[config.mk]
export PLATFORM = sky130hd
export DESIGN_NAME = soft_rst_req
export DESIGN_NICKNAME = d
export VERILOG_FILES = /design/src/rtl/soft_rst_req.sv
export SDC_FILE = /design/constraint.sdc
export NUM_CORES = 1
export LEC_CHECK = 0
export ABC_AREA = 1
export ABC_CLOCK_PERIOD_IN_PS = 1900
export CAP_MARGIN = 20
export CORE_MARGIN = 5
export CORE_UTILIZATION = 48
export CTS_CLUSTER_DIAMETER = 80
export CTS_CLUSTER_SIZE = 14
export DETAILED_ROUTE_END_ITERATION = 10
export PLACE_DENSITY_LB_ADDON = 0.3
export SLEW_MARGIN = 10
export SYNTH_ARGS = -nofsm -noshare
export SYNTH_HDL_FRONTEND = slang
export SYNTH_SLANG_ARGS = --single-unit
[constraint.sdc]
create_clock -name clk -period 1.9 [get_ports clk]
set_input_delay 0.38 -clock clk [delete_from_list [all_inputs] [get_ports clk]]
set_output_delay 0.38 -clock clk [all_outputs]
set_load 0.02 [all_outputs]
[src/rtl/soft_rst_req.sv]
// Soft-reset request generator: merges software, watchdog and long-press key requests into one pulse with hold-off.
// Define SOFT_RST_WDT_EN to compile in the watchdog path; otherwise wdt_en/wdt_kick are ignored and wdt_warn is 0.
module soft_rst_req #(
    parameter int unsigned DEBOUNCE_CYC   = 1_000_000,
    parameter int unsigned LONG_PRESS_CYC = 150_000_000,
    parameter int unsigned WDT_CYC        = 100_000_000,
    parameter int unsigned WARN_CYC       = 10_000_000,
    parameter int unsigned HOLDOFF_CYC    = 200_000
) (
    input  logic       clk,
    input  logic       rst,
    input  logic       key_n,
    input  logic       sw_req,
    input  logic       wdt_en,
    input  logic       wdt_kick,
    output logic       soft_trig_pulse,
    output logic       busy,
    output logic [1:0] cause,
    output logic       wdt_warn
);

    typedef enum logic [1:0] {
        IDLE    = 2'd0,
        FIRE    = 2'd1,
        HOLDOFF = 2'd2
    } state_t;

    localparam logic [31:0] DB_LAST    = 32'(DEBOUNCE_CYC - 1);
    localparam logic [31:0] PRESS_LAST = 32'(LONG_PRESS_CYC - 1);
    localparam logic [31:0] HOLD_LAST  = 32'(HOLDOFF_CYC - 1);

    state_t      state;
    logic [31:0] hold_cnt;

    logic        key_s1;
    logic        key_s2;
    logic        key_pressed;
    logic        key_db;
    logic [31:0] db_cnt;
    logic [31:0] press_cnt;
    logic        key_used;
    logic        key_req;
    logic        wdt_req;

    always_ff @(posedge clk) begin
        if (rst) begin
            key_s1 <= 1'b1;
            key_s2 <= 1'b1;
        end else begin
            key_s1 <= key_n;
            key_s2 <= key_s1;
        end
    end

    assign key_pressed = ~key_s2;

    always_ff @(posedge clk) begin
        if (rst) begin
            key_db <= 1'b0;
            db_cnt <= '0;
        end else if (key_pressed != key_db) begin
            if (db_cnt == DB_LAST) begin
                key_db <= ~key_db;
                db_cnt <= '0;
            end else begin
                db_cnt <= db_cnt + 32'd1;
            end
        end else begin
            db_cnt <= '0;
        end
    end

    // key_req is registered; key_used latches until release so a held key fires once.
    always_ff @(posedge clk) begin
        if (rst) begin
            press_cnt <= '0;
            key_used  <= 1'b0;
            key_req   <= 1'b0;
        end else begin
            key_req <= 1'b0;
            if (!key_db) begin
                press_cnt <= '0;
                key_used  <= 1'b0;
            end else if (!key_used) begin
                if (press_cnt == PRESS_LAST) begin
                    key_req  <= 1'b1;
                    key_used <= 1'b1;
                end else begin
                    press_cnt <= press_cnt + 32'd1;
                end
            end
        end
    end

`ifdef SOFT_RST_WDT_EN
    localparam logic [31:0] WDT_LAST  = 32'(WDT_CYC - 1);
    localparam logic [31:0] WARN_FROM = 32'(WDT_CYC - WARN_CYC);

    logic [31:0] wdt_cnt;

    // A kick landing on the timeout cycle counts as timely service.
    assign wdt_req  = wdt_en && !wdt_kick && (state == IDLE) && (wdt_cnt == WDT_LAST);
    assign wdt_warn = wdt_en && (wdt_cnt >= WARN_FROM);

    always_ff @(posedge clk) begin
        if (rst) begin
            wdt_cnt <= '0;
        end else if (!wdt_en || wdt_kick || (state != IDLE) || (wdt_cnt == WDT_LAST)) begin
            wdt_cnt <= '0;
        end else begin
            wdt_cnt <= wdt_cnt + 32'd1;
        end
    end
`else
    logic unused_wdt;

    assign unused_wdt = &{1'b0, wdt_en, wdt_kick, WDT_CYC, WARN_CYC};
    assign wdt_req    = 1'b0;
    assign wdt_warn   = 1'b0;
`endif

    always_ff @(posedge clk) begin
        if (rst) begin
            state           <= IDLE;
            hold_cnt        <= '0;
            soft_trig_pulse <= 1'b0;
            busy            <= 1'b0;
            cause           <= 2'b00;
        end else begin
            case (state)
                IDLE: begin
                    if (sw_req || wdt_req || key_req) begin
                        state           <= FIRE;
                        soft_trig_pulse <= 1'b1;
                        busy            <= 1'b1;
                        if (sw_req) begin
                            cause <= 2'b11;
                        end else if (wdt_req) begin
                            cause <= 2'b10;
                        end else begin
                            cause <= 2'b01;
                        end
                    end
                end
                FIRE: begin
                    soft_trig_pulse <= 1'b0;
                    hold_cnt        <= '0;
                    if (HOLDOFF_CYC == 0) begin
                        state <= IDLE;
                        busy  <= 1'b0;
                    end else begin
                        state <= HOLDOFF;
                    end
                end
                HOLDOFF: begin
                    if (hold_cnt == HOLD_LAST) begin
                        state <= IDLE;
                        busy  <= 1'b0;
                    end else begin
                        hold_cnt <= hold_cnt + 32'd1;
                    end
                end
                default: begin
                    state           <= IDLE;
                    soft_trig_pulse <= 1'b0;
                    busy            <= 1'b0;
                end
            endcase
        end
    end

endmodule

==> run_results.csv, run 1 <==
group,metric,value,unit
worst_setup_path,ff2ff_path_depth,10,
worst_setup_path,crit_required,1520,ps
finish,syn_to_final_growth,11.31,%
run,maxCapViolCount,0,
worst_setup_path,crit_buf_inv,1,
sta,finalSetupViolations,0,
drt,vias,6690,
sta,maxSlewViolCount,0,
floorplan,core_area,13300,µm²
clock_network,cts_tree,"done",
worst_setup_path,crit_chain,"clkdlybuf4s50_1",
logic_synthesis,netlist_instances,1098,
logic_synthesis,ys_seq_area_share,32.86,%
power,p_per_area,604.4,nW/µm²
floorplan,start_util,49.03,%
sta,finalSetupTns,0,ps
logic_synthesis,synth_nets,1107,
finish,antenna_cells,0,
floorplan,die_h,126.5,µm
worst_setup_path,crit_end,"soft_trig_pulse",
place,port-buffer-count,7,
drt,drcViolationCount,0,
global_routing,antenna_found_initial,0,
worst_setup_path,crit_start,"soft_trig_pulse",
logic_synthesis,synthArstFlopShare,0,%
drt,via_per_inst,5.142,
clock_network,insertion_delay,360,ps
worst_setup_path,cp.arrival,1390,ps
place,dpl_cell_area,6930,µm²
logic_synthesis,synth_area_leaders,"dfxtp_1 (33%), nand2_1 (21%), nor2_1 (11%), nand3_1 (7.5%), a21oi_1 (6.7%)",
clock_network,cts_resized,0,
floorplan,chipWidth,126.5,µm
logic_synthesis,synth_top_area_cell,"dfxtp_1",
worst_setup_path,start_kind,"flop",
place,dpl.hpwl,12480,µm
logic_synthesis,synth.ff_latch_count,107,
drt,first_pass_iters,5,
worst_setup_path,end_kind,"primary output",
drt,first_iter_violations,599,
clock_network,ctsHoldBuffers,0,
clock_network,path_clk_slew,70,ps
logic_synthesis,avgSynthCellArea,5.937,µm²
finish,final_util,54.57,%
global_routing,grt_util_all_layers,21.00,%
clock_network,post_cts_buffers,0,
sta,whs,419.7,ps
sta,final.period_utilization,93.28,%
clock_network,numCtsBuffers,9,
worst_setup_path,cpMaxStageDelayCell,"clkdlybuf4s50_1",
logic_synthesis,synth_area,6519,µm²
clock_network,cts-root-buf,"clkbuf_16",
logic_synthesis,synth_edf_count,0,
drt,drt-total-wl,16480,µm
power,p_leak,2.394,nW
global_routing,grt_overflow_total,0,
clock_network,h-tree-depth,3,
drt,ant_nets,0,
power,vdd_drop_max,0.0005743,V
global_routing,grt_pass1_wl,28040,µm
sta,finalCriticalPeriod,1772,ps
global_routing,grt_max_degree,33,
hold_path,hold_class,"flop to flop",
worst_setup_path,crit_fanout,2,
global_routing,grt_pass1_vias,6055,
worst_setup_path,cpLargestDelayFamily,"buffers and inverters",
floorplan,dieArea,16010,µm²
drt,wire_per_inst,12.67,µm
worst_setup_path,worstReg2RegEnd,"hold_cnt[3]",
sta,finalHoldViolCount,0,
worst_setup_path,r2r-start,"hold_cnt[0]",
logic_synthesis,synth_cell_type_count,31,
logic_synthesis,yosys_warnings,0,
clock_network,cts_max_path_buffers,2,
floorplan,placementRows,42,
place,routabilityCongestion,0.9500,
logic_synthesis,synth-main-ff-cell,"dfxtp_1",
sta,fmax,0.5642,GHz
worst_setup_path,reg2reg_slack,140,ps
clock_network,clock-sinks,107,
status,status,"finished clean",
worst_setup_path,critical_path_depth,1,
finish,nNetsFinal,1129,
logic_synthesis,yosysTopAreaCellShare,32.86,%
finish,drive_above_1_share,6.222,%
worst_setup_path,max_stage_delay,650,ps
sta,rsz0062_at_grt,"false",
floorplan,pin_count,11,
worst_setup_path,critical_path_class,"flop to primary output",
sta,fin_skew,6.668,ps
finish,final_area,7256,µm²
cells in the final DEF, fill, tap and decap left out, drive strengths merged, types with 13 or more instances in the layout:
cell type | Yosys | final
o21ai | 19 | 19
buf | 15 | 30
nor2 | 199 | 199
a21oi | 87 | 87
nand3 | 100 | 100
nand2 | 372 | 372
dfxtp | 107 | 107
xor2 | 13 | 13
inv | 106 | 108
nand4 | 16 | 16
nor3 | 17 | 17
logic make-up (layout without fill, tap and decap cells):
family	Yosys count	count (layout)	synth area share, %
AND/OR/NAND/NOR	724	724	46.62
buffers and inverters	132	159	8.465
AO/OA/AOI/OAI	110	110	8.599
flip-flops	107	107	32.86
XOR/XNOR	21	21	2.822
adder cells (fa/ha/maj)	3	3	0.5759
other	1	1	0.05753
flip-flops by register name, indices dropped and copies added, names as in the netlist, 2 cells and up:
register,cells
db_cnt,32
state,2
hold_cnt,32
cause,2
press_cnt,32
metal layers:
metal,up-vias,wire length (µm),track usage [%]
met1,2978,7642,26.17
met3,33,622,4.119
met5,-,0,0
li1,3529,-,-
met4,0,537,9.022
met2,150,7676,35.31
worst min-delay path by stage:
stage	from	end	slack, ps	cells after the start
after global placement	key_s1	key_s2	400	1
final	key_s1	key_s2	420	1
after CTS	key_s1	key_s2	430	1
after global routing	key_s1	key_s2	440	1
after detailed placement	key_s1	key_s2	410	1
after floorplan	key_s1	key_s2	390	1
Yosys cell counts (2+ instances only):
cell	n
nand3_1	98
nand4_1	16
nor2_1	191
inv_1	105
xnor2_1	8
buf_2	6
nand3_2	2
nand3b_1	10
buf_1	2
nand2_1	367
o21ai_0	19
ha_1	3
xor2_1	13
nor2_2	6
or2_2	7
clkbuf_1	11
nor2_4	2
nor3_1	17
a21oi_1	87
dfxtp_1	107
buf_6	6
nand2_4	3
nand2_2	2
o21bai_1	3
final cells by class:
class                      instances  area (µm²)
timing repair buffer              37       349.1
clock buffer                      10       229.0
fill                            1335        6040
clock inverter                     6       73.82
inverter                         106       397.9
multi-input combinational        859        3844
sequential                       107        2142
tap                              176       220.2
report_power, final:
| group | internal (mW) | total, mW | switching (mW) |
|---|---|---|---|
| registers | 2.26 | 2.27 | 0.0118 |
| logic | 0.0641 | 0.180 | 0.116 |
| clock network | 1.04 | 1.94 | 0.897 |
metrics by stage:
step / total power [mW] / setup slack, ps / std cells
2_1_floorplan: 2.426 / 295.9 / 1098
3_3_place_gp: 2.499 / 170.3 / 1285
3_5_place_dp: 2.500 / 129.4 / 1285
4_1_cts: 4.450 / 99.10 / 1301
5_1_grt: 4.531 / 7.782 / 1301
6_report: 4.385 / 127.6 / 1301
No activity file was read; power rests on OpenSTA's default activity.
==> run 2: changes to the inputs <==
--- a/config.mk
+++ b/config.mk
@@ -8,7 +8,6 @@
 export ABC_AREA = 1
 export ABC_CLOCK_PERIOD_IN_PS = 1900
 export CAP_MARGIN = 20
-export CORE_MARGIN = 5
 export CORE_UTILIZATION = 48
 export CTS_CLUSTER_DIAMETER = 80
 export CTS_CLUSTER_SIZE = 14
@@ -18,3 +17,4 @@
 export SYNTH_ARGS = -nofsm -noshare
 export SYNTH_HDL_FRONTEND = slang
 export SYNTH_SLANG_ARGS = --single-unit
+export TNS_END_PERCENT = 5
==> run_results.csv, run 2 (synthesis results as in run 1) <==
group,metric,value,unit
clock_network,post_cts_buffers,0,
sta,finalSetupTns,0,ps
clock_network,insertion_delay,360,ps
floorplan,core_area,13240,µm²
sta,fmax,0.5665,GHz
hold_path,hold_class,"flop to flop",
worst_setup_path,crit_required,1520,ps
clock_network,numCtsBuffers,9,
sta,rsz0062_at_grt,"false",
sta,setup_ws,134.7,ps
worst_setup_path,cpMaxStageDelayCell,"clkdlybuf4s50_1",
drt,vias,6767,
floorplan,die_h,118.5,µm
finish,nNetsFinal,1136,
worst_setup_path,cp.arrival,1390,ps
place,placed_cells,1292,
finish,syn_to_final_growth,11.75,%
place,dpl.hpwl,12740,µm
power,seqPwrFrac,51.5,%
sta,fin_skew,13.32,ps
drt,ant_nets,0,
place,routabilityCongestion,0.9441,
finish,final_area,7284,µm²
power,pwr-share-clk,44.6,%
finish,reg_top3,"db_cnt x32, hold_cnt x32, press_cnt x32",
drt,drcViolationCount,0,
drt,via_per_inst,5.174,
worst_setup_path,crit_chain,"clkdlybuf4s50_1",
place,pre_cts_slack,101.0,ps
power,intPower,3.389,mW
power,p_comb_share,3.9,%
place,dpl_cell_area,6958,µm²
worst_setup_path,crit_buf_inv,1,
sta,final.period_utilization,92.91,%
global_routing,grt_pass1_vias,6067,
floorplan,dieArea,14050,µm²
sta,finalHoldViolCount,0,
clock_network,cts-root-buf,"clkbuf_16",
global_routing,grt_overflow_total,0,
worst_setup_path,max_stage_delay,630,ps
worst_setup_path,cpLargestDelayFamily,"buffers and inverters",
worst_setup_path,start_kind,"flop",
sta,finalSetupViolations,0,
status,status,"finished clean",
clock_network,clock-sinks,107,
global_routing,grt_max_degree,33,
floorplan,pin_count,11,
sta,maxSlewViolCount,0,
floorplan,placementRows,42,
clock_network,h-tree-depth,3,
global_routing,grt_pass1_wl,28240,µm
worst_setup_path,crit_fanout,2,
finish,drive_above_1_share,6.890,%
power,p_per_area,606.1,nW/µm²
finish,layout_common_cells,"nand2_1 (366), nor2_1 (191), dfxtp_1 (107), inv_1 (105), nand3_1 (98)",
power,swShare,23.25,%
power,p_leak,2.409,nW
place,port-buffer-count,7,
power,vdd_drop_max,0.0004441,V
drt,drt-total-wl,16590,µm
floorplan,start_util,49.23,%
finish,layout_commonest_cell,"nand2_1",
worst_setup_path,critical_path_class,"flop to primary output",
global_routing,grt_util_all_layers,24.73,%
finish,antenna_cells,0,
global_routing,antenna_found_initial,0,
drt,first_pass_iters,7,
clock_network,cts_tree,"done",
drt,first_iter_violations,577,
sta,finalCriticalPeriod,1765,ps
power,netSwitchingPower,1.026,mW
worst_setup_path,end_kind,"primary output",
finish,final_cells,1308,
floorplan,chipWidth,118.5,µm
clock_network,path_clk_slew,70,ps
run,maxCapViolCount,0,
clock_network,cts_max_path_buffers,2,
drt,wire_per_inst,12.68,µm
[run 2: changes by cell type in the layout (fill, tap and decap cells not counted), moves of 2 or more]
cell / delta
buf_4: +9
clkinvlp_4: +3
buf_12: -2
clkinv_4: -2
inv_6: -2
[run 2: final timing paths]
path              startpoint         endpoint  slack (ps)  depth (start not counted)
max          soft_trig_pulse  soft_trig_pulse         130                          1
min               db_cnt[25]       db_cnt[25]         460                          2
max reg2reg      hold_cnt[1]     hold_cnt[31]         160                         10
min reg2reg       db_cnt[25]       db_cnt[25]         460                          2
[run 2: cell type report]
cell class | instances | area [µm²]
Timing Repair Buffer | 44 | 376.6
Sequential cell | 107 | 2142
Tap cell | 176 | 220.2
Clock inverter | 6 | 72.57
Clock buffer | 10 | 239.0
Multi-Input combinational cell | 859 | 3836
Fill cell | 1380 | 5958
Inverter | 106 | 397.9
[run 2: through the flow]
| step | power [mW] | hold slack [ps] | utilization (%) |
|---|---|---|---|
| floorplan | 2.426 | 389.5 | - |
| global placement | 2.497 | 449.3 | 52.54 |
| detailed placement | 2.498 | 448.0 | 52.54 |
| CTS | 4.454 | 463.4 | 54.89 |
| global route | 4.569 | 484.4 | 55.01 |
| finish | 4.415 | 459.4 | 55.01 |
[run 2: worst register-to-register path: stages (launching register included)]
cell and delay (ps):
dfxtp_1 380, ha_1 200, nand2_2 90, nor2_4 140, nand3_2 80, nor2_2 150
nand2_2 90, nand2_4 140, buf_4 180, nand3_1 80, a21oi_1 130
[run 2: power groups by stage]
stage / Combinational [mW] / Clock, mW / Sequential [mW]
3_5_place_dp: 0.173 / 0 / 2.33
4_1_cts: 0.173 / 2.01 / 2.27
6_report: 0.174 / 1.97 / 2.27
2_1_floorplan: 0.0960 / 0 / 2.33
5_1_grt: 0.190 / 2.10 / 2.27
3_3_place_gp: 0.172 / 0 / 2.32
[run 2: per-layer routing]
metal | part of all wire [%] | track usage, % | routed length (µm)
met1 | 46 | 32.72 | 7702
met2 | 46 | 40.24 | 7559
met3 | 5.1 | 3.764 | 853
met4 | 2.8 | 9.810 | 471
met5 | 0 | 0 | 0
[run 2: timing repair]
action                                  4_1_cts  5_1_grt
gates resized for setup                       0        3
endpoints found under the setup margin        0       13
hold buffers                                  0        0
